### config.mk
export PLATFORM = sky130hd
export DESIGN_NAME = flash_responder
export DESIGN_NICKNAME = d
export VERILOG_FILES = /design/src/rtl/flash_responder.sv
export SDC_FILE = /design/constraint.sdc
export NUM_CORES = 1
export LEC_CHECK = 0
export ABC_AREA = 1
export CORE_MARGIN = 1
export CORE_UTILIZATION = 43
export CTS_CLUSTER_DIAMETER = 200
export DETAILED_ROUTE_END_ITERATION = 16
export PLACE_DENSITY = 0.84
export SKIP_LAST_GASP = 1
export SYNTH_ARGS = -nofsm -noshare
export SYNTH_HDL_FRONTEND = slang
export SYNTH_SLANG_ARGS = --single-unit
### constraint.sdc
create_clock -name clk_clk -period 1.3 [get_ports clk_clk]
set_input_delay 0.26 -clock clk_clk [delete_from_list [all_inputs] [get_ports clk_clk]]
set_output_delay 0.26 -clock clk_clk [all_outputs]
set_load 0.01 [all_outputs]
### src/rtl/flash_responder.sv
// Avalon-MM slave that stands in for the flash controller read port.
// Reads return a deterministic address-derived pattern; writes are accepted and dropped.
module flash_responder #(
    parameter int WAIT_CYCLES  = 2,
    parameter int READ_LATENCY = 3
) (
    input  logic        clk_clk,
    input  logic        reset_reset_n,
    input  logic        flash_mem_read,
    input  logic        flash_mem_write,
    input  logic [22:0] flash_mem_address,
    input  logic [3:0]  flash_mem_burstcount,
    input  logic [3:0]  flash_mem_byteenable,
    input  logic [31:0] flash_mem_writedata,
    output logic        flash_mem_waitrequest,
    output logic [31:0] flash_mem_readdata,
    output logic        flash_mem_readdatavalid
);

    localparam logic [2:0] IDLE    = 3'd0;
    localparam logic [2:0] WAIT    = 3'd1;
    localparam logic [2:0] ACCEPT  = 3'd2;
    localparam logic [2:0] LATENCY = 3'd3;
    localparam logic [2:0] BURST   = 3'd4;

    logic [2:0]  state;
    logic [3:0]  wait_cnt;
    logic [3:0]  lat_cnt;
    logic [3:0]  beats_left;
    logic [22:0] cur_addr;
    logic [3:0]  cur_be;

    // Write data never reaches storage; fold it away so it is visibly consumed.
    logic unused_writedata;
    assign unused_writedata = ^flash_mem_writedata;

    function automatic logic [31:0] pattern(input logic [22:0] addr, input logic [3:0] be);
        logic [31:0] word;
        word = {addr[15:0] ^ 16'hA5A5, addr[15:0]};
        for (int i = 0; i < 4; i++) begin
            if (!be[i]) word[i*8 +: 8] = 8'h00;
        end
        return word;
    endfunction

    always_ff @(posedge clk_clk or negedge reset_reset_n) begin
        if (!reset_reset_n) begin
            state                   <= IDLE;
            wait_cnt                <= 4'd0;
            lat_cnt                 <= 4'd0;
            beats_left              <= 4'd0;
            cur_addr                <= 23'd0;
            cur_be                  <= 4'd0;
            flash_mem_waitrequest   <= 1'b1;
            flash_mem_readdata      <= 32'h0;
            flash_mem_readdatavalid <= 1'b0;
        end else begin
            flash_mem_waitrequest   <= 1'b1;
            flash_mem_readdatavalid <= 1'b0;
            case (state)
                IDLE: begin
                    if (flash_mem_read || flash_mem_write) begin
                        state    <= WAIT;
                        wait_cnt <= 4'(WAIT_CYCLES - 1);
                    end
                end
                WAIT: begin
                    if (!flash_mem_read && !flash_mem_write) begin
                        state <= IDLE;
                    end else if (wait_cnt == 4'd0) begin
                        state                 <= ACCEPT;
                        flash_mem_waitrequest <= 1'b0;
                    end else begin
                        wait_cnt <= wait_cnt - 4'd1;
                    end
                end
                ACCEPT: begin
                    // Read wins when both strobes are high; a lone write or nothing ends here.
                    if (flash_mem_read) begin
                        state      <= LATENCY;
                        cur_addr   <= flash_mem_address;
                        cur_be     <= flash_mem_byteenable;
                        beats_left <= (flash_mem_burstcount == 4'd0) ? 4'd1 : flash_mem_burstcount;
                        lat_cnt    <= 4'(READ_LATENCY - 1);
                    end else begin
                        state <= IDLE;
                    end
                end
                LATENCY, BURST: begin
                    if (state == BURST || lat_cnt == 4'd0) begin
                        flash_mem_readdatavalid <= 1'b1;
                        flash_mem_readdata      <= pattern(cur_addr, cur_be);
                        cur_addr                <= cur_addr + 23'd1;
                        beats_left              <= beats_left - 4'd1;
                        state                   <= (beats_left == 4'd1) ? IDLE : BURST;
                    end else begin
                        lat_cnt <= lat_cnt - 4'd1;
                    end
                end
                default: state <= IDLE;
            endcase
        end
    end

endmodule
==> flow_metrics.tcl, run 1 <==
set metrics [dict create \
    skew_ps 16.89 \
    hold_ws_ps 348.1 \
    cts_buffers 9 \
    multi_input_area_um2 1851 \
    status "complete, but fails checks" \
    report.final.slew_viol_count 0 \
    n_fill_cell 503 \
    gp_congestion 0.8472 \
    yosysUniqueCellTypes 29 \
    grt_max_degree 30 \
    cts_tree "done" \
    rsz0062_at_grt "yes" \
    syn-num-nets 533 \
    power_per_cell_area_nw_per_um2 2475 \
    placed_area_um2 4559 \
    n_antenna_cell 0 \
    dp_cells 655 \
    finalHoldViolations 0 \
    layout-drive-gt1-share_pct 29.12 \
    fmax_mhz 601.4 \
    violations "negative setup slack" \
    period_minus_slack_ps 1663 \
    swShare_pct 43.08 \
    p_int_mw 7.672 \
    top_level_ports 101 \
    reg2regPathDepth 11 \
    cts-root-buf "clkbuf_8" \
    yosysWarnings 0 \
    fin_crit_sh_pct 127.9 \
    stdcell_count 703 \
    clk_path_buf_depth 2 \
    synth_seq_cells 69 \
    drv_cap 0 \
    p_switching_mw 5.806 \
    ant_nets 0 \
    startpoint_type "register" \
    syn_to_final_growth_pct 54.27 \
    crit_type "register to register" \
    ir_drop_mv 1.020 \
    start_util_pct 44.98 \
    p_leak_nw 2.715 \
    cp_max_fo 6 \
    die_y_um 92.60 \
    regArea_um2 1729 \
    hpwl_mm 6.556 \
    drt_first_pass_iters 6 \
    syn_area_per_cell_um2 7.656 \
    r2r-start "state[1]" \
    wl_mm 12.05 \
    die_x_um 92.60 \
    relSlewSlack_pct 71.71 \
    timing.rr.end "cur_addr[5]" \
    holdCritPathClass "input pin to async pin" \
    grt_pass1_vias 3734 \
    io_buffers 61 \
    finalInstanceArea_um2 5445 \
    grt-ovfl-total 0 \
    power_mw 13.48 \
    yosysSeqAreaShare_pct 48.95 \
    antenna_found_initial 0 \
    cp.arrival_ps 1900 \
    cp_data_required_time_ps 1540 \
    setup-violations-final 68 \
    first_iter_violations 393 \
    rows 32 \
    grt_pass1_wl_mm 17.77 \
    clk_latency_ps 370 \
    seqPwrFrac_pct 29.5 \
    core-area_um2 7848 \
    comb_power_share_pct 55.1 \
    layout_commonest_cell "nand2_1" \
    synthCells 461 \
    reg2reg_slack_ps -360 \
    grt.total_usage_pct 27.10 \
    die_area_um2 8575 \
    htree_num_levels 3 \
    finalWorstSetupSlack_ps -362.9 \
    post_drt_via_cell_ratio 5.680 \
    clock_sinks 69 \
    end_kind "register" \
    p_clk_share_pct 15.4 \
    tightestPinTransition_ps 424.4 \
    setup-tns-final_ps -15590 \
    wl_per_cell_um 17.14 \
    netlist_area_um2 3530 \
    mostFrequentLayoutCells "154 x nand2_1, 67 x dfrtp_1, 59 x buf_4, 44 x nand3_1, 33 x nor2_1" \
    via_count 3993 \
    drc_errors 0 \
    nets 668 \
    clkTransAtPathRegs_ps 90 \
]
==> critical path, cell delays in order, from the launching register on <==
cell	delay (ps)
dfrtp_1	420
inv_2	140
nor2_4	60
nand2_2	70
nand2_4	70
buf_6	130
buf_4	120
buf_4	150
nor2_1	150
nor2_1	70
nand2_1	80
nand2_1	80
==> metal layers <==
metal	track usage, %	up-vias	part of all wire [%]
met2	46.91	287	49
met3	4.762	81	8.4
met4	13.67	0	6.1
li1	-	1736	-
met5	0	-	0
met1	32.22	1889	37
==> stage by stage <==
step	util [%]	setup WS [ps]
after floorplan	-	-107.5
after global placement	58.10	-256.1
after detailed placement	58.10	-299.8
after CTS	64.92	-220.1
after global routing	69.39	-379.1
final	69.39	-362.9
==> state kept, by name, indices dropped and copies added, names as in the netlist <==
signal	cells
beats_left	4
cur_addr	16
cur_be	4
flash_mem_readdata	32
flash_mem_readdatavalid	1
flash_mem_waitrequest	1
lat_cnt	4
state	3
wait_cnt	4
==> cells by family (layout without fill, tap and decap cells) <==
family                     Yosys count  after routing  synth area share (%)
xor gates and xnor gates             9              9                 2.233
and+or+nand+nor                    290            290                 34.67
buffers and inverters               54            194                 7.444
adders and majority gates            5              5                 1.772
AOI/OAI and AO/OA                   34             34                 4.927
DFF                                 69             69                 48.95
==> Yosys cell counts <==
master | number | area, um^2
a21oi_1 | 2 | 10.01
buf_2 | 4 | 20.02
buf_4 | 4 | 30.03
buf_6 | 5 | 56.30
clkbuf_1 | 4 | 15.01
dfrtp_1 | 68 | 1702
dfstp_2 | 1 | 26.28
ha_1 | 5 | 62.56
inv_1 | 32 | 120.1
inv_2 | 4 | 15.01
inv_4 | 1 | 6.260
nand2_1 | 174 | 653.1
nand2_2 | 4 | 25.02
nand2_4 | 1 | 11.26
nand3_1 | 51 | 255.2
nand3_2 | 1 | 10.01
nand3b_1 | 1 | 7.510
nand4_1 | 6 | 37.54
nor2_1 | 45 | 168.9
nor2_2 | 2 | 12.51
nor2_8 | 1 | 20.02
nor3_1 | 2 | 10.01
o21ai_0 | 19 | 95.09
o21ai_1 | 11 | 55.05
o22ai_1 | 1 | 6.260
o31ai_1 | 1 | 7.510
or2_2 | 2 | 12.51
xnor2_1 | 1 | 8.760
xor2_1 | 8 | 70.07
==> how the worst max path moves through the flow <==
stage	to	start	slack, ps	cells after the start
3_3_place_gp	beats_left[1]	flash_mem_read	-260	7
2_1_floorplan	cur_addr[11]	lat_cnt[1]	-110	12
3_5_place_dp	beats_left[1]	flash_mem_read	-300	7
5_1_grt	cur_addr[5]	state[1]	-380	11
4_1_cts	flash_mem_readdata[24]	state[1]	-220	9
6_report	cur_addr[5]	state[1]	-360	11
==> power by group through the flow <==
stage                     Clock, mW  Combinational (mW)  Sequential [mW]
after floorplan                   0                2.85             3.94
after global placement            0                5.16             3.84
after detailed placement          0                5.41             3.90
after CTS                      2.05                6.04             3.86
after global routing           2.17                7.97             4.05
final                          2.08                7.42             3.98
==> cell type report <==
class	count	area share (%)
Clock inverter	5	1.517
Sequential cell	69	31.76
Inverter	37	2.849
Timing Repair inverter	2	0.2987
Multi-Input combinational cell	338	33.98
Tap cell	102	2.344
Clock buffer	11	2.780
Timing Repair Buffer	139	24.47
==> what timing repair did <==
action	in CTS	in global routing
hold endpoints to repair	11	0
gates cloned	5	0
hold buffers	1	0
pin swaps	15	15
gates resized for setup	87	90
buffers inserted	8	19
setup endpoints to repair	97	100
(Power assumes the default switching activity.)
==> inputs of run 2 (changes only) <==
--- a/config.mk
+++ b/config.mk
@@ -10,6 +10,7 @@
 export CORE_UTILIZATION = 43
 export CTS_CLUSTER_DIAMETER = 200
 export DETAILED_ROUTE_END_ITERATION = 16
+export HOLD_SLACK_MARGIN = 0.08
 export PLACE_DENSITY = 0.84
 export SKIP_LAST_GASP = 1
 export SYNTH_ARGS = -nofsm -noshare
==> results of run 2 <==
No change in the layout: final DEF, timing and power equal those of run 1.
